File: config.mk
export PLATFORM = sky130hd
export DESIGN_NAME = spi_rx_deser
export DESIGN_NICKNAME = d
export VERILOG_FILES = /design/src/rtl/spi_rx_pkg.sv /design/src/rtl/sync_ff.sv /design/src/rtl/spi_rx_deser.sv
export SDC_FILE = /design/constraint.sdc
export NUM_CORES = 1
export LEC_CHECK = 0
export ABC_AREA = 1
export CAP_MARGIN = 20
export CORE_MARGIN = 8
export CORE_UTILIZATION = 48
export DETAILED_ROUTE_END_ITERATION = 6
export PLACE_DENSITY = 0.86
export SLEW_MARGIN = 5
export SYNTH_ARGS = -nofsm -noshare
export SYNTH_HDL_FRONTEND = slang
export SYNTH_SLANG_ARGS = --single-unit
export TNS_END_PERCENT = 30
File: constraint.sdc
create_clock -name clk -period 1.5 [get_ports clk]
set_clock_uncertainty 0.05 [all_clocks]
set_input_delay 0.375 -clock clk [delete_from_list [all_inputs] [get_ports clk]]
set_output_delay 0.375 -clock clk [all_outputs]
set_load 0.03 [all_outputs]
File: src/rtl/spi_rx_pkg.sv
// Shared types and default constants for the SPI receive deserializer.
package spi_rx_pkg;

  typedef enum logic [1:0] {
    WAIT_IDLE,
    IDLE,
    RECV
  } state_t;

  localparam int DEF_DATA_W      = 8;
  localparam int DEF_SYNC_STAGES = 2;

endpackage

File: src/rtl/sync_ff.sv
// Multi-flop single-bit synchronizer with a configurable depth and reset level.
module sync_ff #(
  parameter int   DEPTH   = 2,
  parameter logic RST_VAL = 1'b0
) (
  input  logic clk,
  input  logic rst,
  input  logic d,
  output logic q
);

  logic [DEPTH-1:0] ff_q;

  always_ff @(posedge clk) begin
    if (!rst) begin
      ff_q <= {DEPTH{RST_VAL}};
    end else begin
      ff_q <= {ff_q[DEPTH-2:0], d};
    end
  end

  assign q = ff_q[DEPTH-1];

endmodule

File: src/rtl/spi_rx_deser.sv
// Oversampling SPI receiver: rebuilds LSB-first words from stb/clk/dio and
// presents them on a valid/ready port with a first-of-frame marker.
module spi_rx_deser
  import spi_rx_pkg::*;
#(
  parameter int SYNC_STAGES = DEF_SYNC_STAGES,
  parameter int DATA_W      = DEF_DATA_W
) (
  input  logic              clk,
  input  logic              rst,
  input  logic              spi_stb,
  input  logic              spi_clk,
  input  logic              spi_dio,
  output logic [DATA_W-1:0] out_data,
  output logic              out_valid,
  input  logic              out_ready,
  output logic              out_first,
  output logic              overrun,
  input  logic              overrun_clr,
  output logic              frame_err,
  output logic              busy
);

  localparam int CNT_W = $clog2(DATA_W);
  localparam int SET_W = $clog2(SYNC_STAGES + 1);

  logic stb_s, clk_s, dio_s;
  logic stb_q, clk_q;

  sync_ff #(.DEPTH(SYNC_STAGES), .RST_VAL(1'b1)) u_sync_stb (
    .clk(clk), .rst(rst), .d(spi_stb), .q(stb_s)
  );
  sync_ff #(.DEPTH(SYNC_STAGES), .RST_VAL(1'b1)) u_sync_clk (
    .clk(clk), .rst(rst), .d(spi_clk), .q(clk_s)
  );
  sync_ff #(.DEPTH(SYNC_STAGES), .RST_VAL(1'b0)) u_sync_dio (
    .clk(clk), .rst(rst), .d(spi_dio), .q(dio_s)
  );

  logic clk_rise, stb_fall, stb_rise;
  assign clk_rise = clk_s & ~clk_q;
  assign stb_fall = ~stb_s & stb_q;
  assign stb_rise = stb_s & ~stb_q;

  // The synchronizers reset to idle levels, so WAIT_IDLE must not trust
  // stb_s until the real pin value has flushed through all stages.
  logic [SET_W-1:0] settle_q;
  logic             settled;
  assign settled = (settle_q == SET_W'(SYNC_STAGES));

  state_t           state_q, state_d;
  logic [CNT_W-1:0] count_q;
  logic [DATA_W-2:0] shift_q;
  logic             first_q;
  logic             start, take, done, err;

  always_comb begin
    // NOTE: every signal written here is given a default first, so no path leaves it unassigned and no latch is inferred.
    state_d = state_q;
    start   = 1'b0;
    take    = 1'b0;
    done    = 1'b0;
    err     = 1'b0;
    unique case (state_q)
      WAIT_IDLE: if (settled && stb_s) state_d = IDLE;
      IDLE: begin
        if (stb_fall) begin
          state_d = RECV;
          start   = 1'b1;
        end
      end
      RECV: begin
        if (clk_rise) begin
          take = 1'b1;
          done = (count_q == CNT_W'(DATA_W - 1));
        end
        // A clock edge coinciding with the strobe rise is consumed first.
        if (stb_rise) begin
          state_d = IDLE;
          err     = clk_rise ? !done : (count_q != '0);
        end
      end
      default: state_d = WAIT_IDLE;
    endcase
  end

  always_ff @(posedge clk) begin
    // NOTE: sequential state uses non-blocking assignments so every flop samples pre-edge values regardless of statement order.
    if (!rst) begin
      state_q  <= WAIT_IDLE;
      stb_q    <= 1'b1;
      clk_q    <= 1'b1;
      settle_q <= '0;
    end else begin
      state_q <= state_d;
      stb_q   <= stb_s;
      clk_q   <= clk_s;
      if (!settled) settle_q <= settle_q + 1'b1;
    end
  end

  always_ff @(posedge clk) begin
    if (!rst) begin
      count_q   <= '0;
      shift_q   <= '0;
      first_q   <= 1'b0;
      out_data  <= '0;
      out_valid <= 1'b0;
      out_first <= 1'b0;
      overrun   <= 1'b0;
      frame_err <= 1'b0;
    end else begin
      frame_err <= err;

      if (start) begin
        count_q <= '0;
        first_q <= 1'b1;
      end
      if (take) begin
        if (done) begin
          count_q <= '0;
          first_q <= 1'b0;
        end else begin
          shift_q[count_q] <= dio_s;
          count_q          <= count_q + 1'b1;
        end
      end
      if (stb_rise && state_q == RECV) count_q <= '0;

      // The final bit goes straight to the output; it never lands in shift_q.
      if (done && (!out_valid || out_ready)) begin
        out_data  <= {dio_s, shift_q};
        out_first <= first_q;
        out_valid <= 1'b1;
      end else if (out_valid && out_ready) begin
        out_valid <= 1'b0;
      end

      if (done && out_valid && !out_ready) begin
        overrun <= 1'b1;
      end else if (overrun_clr) begin
        overrun <= 1'b0;
      end
    end
  end

  assign busy = (state_q == RECV);

endmodule

==> key figures, run 1 <==
Synth
  • Top post-synthesis cells by area: dfxtp_1, nor2_1, nand2_1
  • Top-area cell type share of the netlist area: 0.4590
  • Main combinational cell family by area after synthesis: simple AND/OR/NAND/NOR gates
  • Synth Instances: between 150 and 200
  • Top cells by count, synth: nor2_1, dfxtp_1, nand2_1
  • Mux cell area share after synthesis: 0
  • Count leader, synth: nor2_1
  • Post-synthesis simple-gate area fraction: 0.3975
  • Post-synthesis register bit count: 35
  • Yosys warns: 0
  • EDFF count, synth: 0
  • Synth Area in Compound Gates: 0.04918
  • Synth area leader: dfxtp_1
  • Synth Area in XOR/XNOR: 0
  • Top_reg_cell synth: dfxtp_1
  • Syn Nets: 205
  • Synth Area per Inst: around 7.9 sq um
  • Synthesized area: 1526 sq um
  • Synth Area in Adders: 0.03279
  • Post-synthesis cell type count: 22
  • Async SR Flop Fraction: 0
  • Sequential share of the synthesized area: 0.4590

Clock network
  • Clk root buf: clkbuf_4
  • Clock latency on the worst-skew pair: around 0.33 ns
  • TritonCTS clock tree: built
  • Clock Path Buffers: 2
  • TritonCTS Sinks: 35
  • Total CTS buffers: 5
  • Clock transition at path regs: 0.10 ns
  • H-tree lvl count: 2

Worst setup path
  • Cell count along the critical path: 1
  • Critical path, cell by cell: dlygate4sd2_1
  • Worst Path Required: 1.07 ns
  • CP top delay family: buffers and inverters
  • Crit path buffers/inverters: 1
  • Slowest CP cell: dlygate4sd2_1
  • Worst Reg2Reg Path Length in Cells: 7
  • Worst path arrival time: 1.04 ns
  • Type of origin of the critical path: register
  • Crit-path max FO: 1
  • CP Capture Type: output pin
  • Crit path kind: reg -> out
  • Slowest stage delay, CP: a little under 0.4 ns

STA
  • Total negative slack: 0 ns
  • Final Max Tran Viols: 0
  • Hold Vio Cnt, Final: 0
  • Fin crit share: 0.9753
  • Fin crit period: 1.463 ns
  • FMAX: 0.6835 GHz
  • Setup-failing EPs final: 0
  • Worst slew pin tran: 0.3059 ns
  • Relative slew slack: 0.7969

Die
  • Die height: 72.39 um
  • Die Area: 5240 sq um
  • Num rows: 20
  • Die width: 72.39 um
  • Initial Utilization: 0.5041
  • Core footprint: 3028 sq um
  • Ports: 20

Power
  • Pwr per Cell Area: about 890 nW/um^2
  • P_leak: 0.8036 nW
  • Peak supply drop: roughly 700 uV

GRT
  • Antenna violations before repair: 0
  • GR Overflow Total: 0
  • Pin count of the biggest net entering global routing: 15
  • GRT Total Usage: 0.1200
  • First-pass GRT wire length: between 4000 and 5000 um
  • Vias in the first global route: 1222

Detailed routing
  • Pre-antenna DRT Iters: 4
  • Vias per Instance: 4.782
  • Wirelength per Cell: 10.62 um
  • ANT nets after route: 0
  • Via Count: 1315
  • Routed Wire Length: about 2900 um
  • Initial DRC Count: 59
  • DRC Markers: 0

Place
  • RD Place Congestion: 0.8417
  • Placed Cells: 264
  • Detail Placement HPWL: between 2000 and 2500 um
  • Number of I/O port buffers: 19

Final layout
  • Final #Nets: ~240
  • Fin cells: 275
  • Layout Utilization: 0.6277
  • Share of cells above drive strength 1: 0.2078
  • Antenna Cells: 0
  • Fillers: 285
  • P&R area growth vs syn: 24.51%

Outcome
  • Status: complete, no violations

Run
  • MaxCap Viol Count: 0

Worst hold path
  • HP Class: reg -> reg
  • Hold Path Depth: 1
flip-flops by register name, summed over array words and instances, names as in the netlist:
register and flops:
stb_q 1, first_q 1, clk_q 1, u_sync_clk.ff_q 2, u_sync_dio.ff_q 2, frame_err 1
overrun 1, state_q 2, u_sync_stb.ff_q 2, out_data 8, count_q 3, settle_q 2
shift_q 7, out_first 1, out_valid 1
what timing repair did:
action                     in CTS  in global routing
setup endpoints to repair      13                 21
cloned                          0                  1
hold endpoints to repair        0                  0
resized for setup              26                 10
pin swaps                       0                  3
setup buffers                   0                  2
hold buffers                    0                  0
cells in the final DEF (no fill, tap or decap), types with 3 or more instances in the layout:
cell type         n
a21oi_1          10
buf_4            12
clkbuf_2          6
clkbuf_4          5
clkdlybuf4s15_1   4
clkdlybuf4s50_1   6
dfxtp_1          34
ha_1              3
inv_1            14
nand2_1          33
nand2_4           3
nand3_1          14
nand3b_1         12
nand4_1           3
nor2_1           40
nor2_4            7
or2_2             4
through the flow:
stage | hold slack, ns | setup WS [ns] | instance area, sq um | total power, W
2_1_floorplan | 0.3405 | 0.04675 | 1526 | 0.001172
3_3_place_gp | 0.3436 | -0.09750 | 1842 | 0.001225
3_5_place_dp | 0.3474 | -0.1481 | 1842 | 0.001233
4_1_cts | 0.3689 | -0.02291 | 1897 | 0.001715
5_1_grt | 0.3923 | -0.004657 | 1901 | 0.001774
6_report | 0.3675 | 0.03698 | 1901 | 0.001691
cell families after synthesis:
kind of cell | count (synthesis)
flip-flops | 35
adder cells (fa/ha/maj) | 4
AO/OA/AOI/OAI | 14
buffers and inverters | 23
AND/OR/NAND/NOR | 118
per-layer routing:
| metal | GRT usage | up-vias | routed length (um) |
|---|---|---|---|
| met5 | 0 | - | 0 |
| met4 | 0.09556 | 0 | 124 |
| met3 | 0.03719 | 13 | 103 |
| met2 | 0.2006 | 31 | 1401 |
| met1 | 0.1215 | 577 | 1291 |
| li1 | - | 694 | - |
power by group:
part | internal [W] | switching [W]
Clock | 0.000182 | 0.000292
Sequential | 0.000972 | 0.0000352
Combinational | 0.0000971 | 0.000113
Total | 0.00125 | 0.000440
path summary, 6_finish.rpt:
check	startpoint	to	slack, ns
worst max-delay path	frame_err	frame_err	0.04
worst min-delay path	u_sync_clk.ff_q[0]	u_sync_clk.ff_q[1]	0.37
worst max register to register	count_q[0]	shift_q[6]	0.12
worst min register to register	u_sync_clk.ff_q[0]	u_sync_clk.ff_q[1]	0.37
final cells by class:
class | count | area, sq um | area share
multi-input combinational | 137 | 745.7 | 0.3924
clock inverter | 1 | 5.005 | 0.002633
sequential | 35 | 704.4 | 0.3706
clock buffer | 7 | 45.04 | 0.02370
timing repair buffer | 32 | 271.5 | 0.1429
tap | 44 | 55.05 | 0.02897
inverter | 19 | 73.82 | 0.03884
Note: power is estimated with default switching activity, not from simulation.
==> inputs of run 2 (changes only) <==
--- a/config.mk
+++ b/config.mk
@@ -7,7 +7,7 @@
 export LEC_CHECK = 0
 export ABC_AREA = 1
 export CAP_MARGIN = 20
-export CORE_MARGIN = 8
+export CORE_MARGIN = 2
 export CORE_UTILIZATION = 48
 export DETAILED_ROUTE_END_ITERATION = 6
 export PLACE_DENSITY = 0.86
==> constraint.sdc (replaced) <==
create_clock -name clk -period 1.32 [get_ports clk]
set_clock_uncertainty 0.05 [all_clocks]
set_input_delay 0.33 -clock clk [delete_from_list [all_inputs] [get_ports clk]]
set_output_delay 0.33 -clock clk [all_outputs]
set_load 0.03 [all_outputs]
==> key figures, run 2 (synthesized netlist as in run 1, its figures left out) <==
Worst setup path
  • Critical path, cell by cell: inv_4, nor2_4, buf_6
  • Worst r2r dst: out_data[2]
  • Crit-path max FO: 2 (+1)
  • Slowest stage delay, CP: 0.36 ns (-0.03 ns)
  • Crit path kind: reg -> out
  • Type of origin of the critical path: register
  • Origin of the critical flop-to-flop path: count_q[1]
  • Crit path buffers/inverters: 2 (+1)
  • Cell count along the critical path: 3 (+2)
  • Worst reg-to-reg setup slack: 0.01 ns (-0.11 ns)
  • Setup crit start: state_q[1]
  • CP Capture Type: output pin
  • Worst Path Required: 0.94 ns (-0.13 ns)
  • CP top delay family: flip-flops
  • Worst path arrival time: 0.96 ns (-0.08 ns)
  • CP Capture Point: busy
  • Slowest CP cell: dfxtp_2
  • Worst Reg2Reg Path Length in Cells: 7 (unchanged)

Die
  • Die height: 60.39 um (-17%)
  • Die width: 60.39 um (-17%)
  • Ports: 20 (unchanged)
  • Num rows: 20 (unchanged)
  • Die Area: 3647 sq um (-30%)
  • Initial Utilization: 0.5041 (unchanged)
  • Core footprint: 3028 sq um (unchanged)

Clock network
  • Cts hold-fix bufs: 0 (unchanged)
  • Clock transition at path regs: 0.11 ns (about the same)
  • Total CTS buffers: 5 (unchanged)
  • H-tree lvl count: 2 (unchanged)
  • Clock Path Buffers: 2 (unchanged)
  • Clock latency on the worst-skew pair: 0.34 ns (about the same)
  • TritonCTS Sinks: 35 (unchanged)
  • TritonCTS clock tree: built
  • Clk root buf: clkbuf_4

Power
  • Pwr per Cell Area: 1161 nW/um^2 (+31%)
  • P_leak: 0.8314 nW (+3.4%)
  • Peak supply drop: 805.4 uV (+15%)
  • Pwr Total: 0.002371 W (+40%)

STA
  • Setup ws final: -0.01706 ns (-0.05404 ns)
  • Setup-failing EPs final: 1 (+1)
  • Total negative slack: -0.01706 ns (-0.01706 ns)
  • Fin crit period: 1.337 ns
  • RSZ-0062 raised after global routing: yes
  • Hold Vio Cnt, Final: 0 (unchanged)
  • Relative slew slack: 0.8132 (+0.01632)
  • Fin crit share: 1.013
  • Worst slew pin tran: 0.2772 ns (-0.02862 ns)
  • FMAX: around 0.75 GHz
  • Final Max Tran Viols: 0 (unchanged)

Place
  • Number of I/O port buffers: 19 (unchanged)
  • RD Place Congestion: 0.7927 (-5.8%)
  • Placed instance area: 1841 sq um (about the same)
  • Detail Placement HPWL: 2213 um (+0.48%)

Final layout
  • Largest Register: out_data
  • Final instance area: 2042 sq um (+7.4%)
  • Multi-input gate area: 795.8 sq um (+6.7%)
  • Sequential Area: 705.7 sq um (+0.18%)
  • Commonest non-fill, non-tap cell in the layout: nor2_1
  • Share of cells above drive strength 1: 0.2845 (+0.07669)
  • Fillers: 243 (-15%)
  • Layout Utilization: 0.6744 (+0.04669)
  • Antenna Cells: 0 (unchanged)
  • Max reg flops: 8 (unchanged)
  • Regs by FF count: out_data: 8 flops, shift_q: 7 flops, count_q: 3 flops
  • Final #Nets: 242 (+0.41%)
  • P&R area growth vs syn: 33.77%
  • Most frequent cells in the layout: nor2_1, nand2_1, dfxtp_1, buf_4, nand3_1

Detailed routing
  • Routed Wire Length: 3131 um (+7.2%)
  • Pre-antenna DRT Iters: 4 (unchanged)
  • Via Count: 1348 (+2.5%)
  • Vias per Instance: 4.884 (+2.1%)
  • Wirelength per Cell: 11.34 um (+6.8%)
  • DRC Markers: 0 (unchanged)
  • Initial DRC Count: 49 (-17%)
  • ANT nets after route: 0 (unchanged)

GRT
  • M1 GR Usage: 0.2180 (+0.09649)
  • M3 GR Usage: 0.06397 (+0.02678)
  • Pin count of the biggest net entering global routing: 13 (-2)
  • Met2 GRT Util: 0.3307 (+0.1301)
  • Vias in the first global route: 1203 (-1.6%)
  • Antenna violations before repair: 0 (unchanged)
  • First-pass GRT wire length: 5147 um (+3.9%)
  • Most Crowded Layer GR: met2
  • GR Overflow Total: 0 (unchanged)
  • GRT Total Usage: 0.1920 (+0.07197)

Run
  • MaxCap Viol Count: 0 (unchanged)

Worst hold path
  • HP Class: reg -> reg

Outcome
  • Failing checks: negative setup slack
  • Status: complete, but fails checks
==> run 2: cell types whose count changed in the layout (fill, tap and decap cells not counted), sizes merged <==
cell           delta
clkdlybuf4s15     -5
clkinv            -3
bufinv            +2
clkbuf            -8
buf              +13
clkinvlp          +3
dlygate4sd2       -1
==> run 2: worst register-to-register path, cell delays in order, from the launching register on <==
cell and delay (ns):
dfxtp_2 0.37, ha_4 0.14, ha_4 0.18, nand2_8 0.08
nor3_4 0.13, buf_6 0.15, nor2_1 0.05, nor2_1 0.11
==> run 2: cell type report <==
type,count,area share
timing repair buffer,33,0.1464
tap,44,0.02696
multi-input combinational,137,0.3897
clock buffer,5,0.01838
clock inverter,3,0.03309
sequential,35,0.3456
inverter,19,0.03983
==> run 2: stage by stage <==
step           std cells  setup slack (ns)  hold WS, ns
2_1_floorplan        194          0.001825       0.3405
5_1_grt              276          -0.08561       0.3890
6_report             276          -0.01706       0.3761
3_3_place_gp         264           -0.2283       0.3420
3_5_place_dp         264           -0.3235       0.3523
4_1_cts              276          -0.05410       0.3768
==> run 2: worst min path at each step <==
stage                       start                 end  slack (ns)  cells after the start
2_1_floorplan  u_sync_dio.ff_q[0]  u_sync_dio.ff_q[1]        0.34                      2
4_1_cts        u_sync_stb.ff_q[0]  u_sync_stb.ff_q[1]        0.38                      1
6_report       u_sync_dio.ff_q[0]  u_sync_dio.ff_q[1]        0.38                      2
3_5_place_dp   u_sync_clk.ff_q[0]  u_sync_clk.ff_q[1]        0.35                      1
3_3_place_gp   u_sync_dio.ff_q[0]  u_sync_dio.ff_q[1]        0.34                      2
5_1_grt        u_sync_stb.ff_q[0]  u_sync_stb.ff_q[1]        0.39                      1
==> run 2: repair_timing <==
item | CTS | global route
endpoints found under the setup margin | 11 | 18
pin swaps | 2 | 7
cloned | 1 | 0
hold endpoints to repair | 0 | 0
resized for setup | 8 | 8
setup buffers | 3 | 0
==> run 2: where the power goes <==
part / switching [W] / internal, W / leakage (nW)
clock network: 0.000367 / 0.000589 / 0.0514
registers: 0.0000408 / 0.00111 / 0.286
logic: 0.000148 / 0.000118 / 0.494
total: 0.000556 / 0.00182 / 0.831
==> run 2: layer usage <==
metal | up-vias | share of wire
met5 | - | 0
met4 | 0 | 0.019
met3 | 4 | 0.033
met2 | 25 | 0.50
met1 | 623 | 0.44
li1 | 696 | -
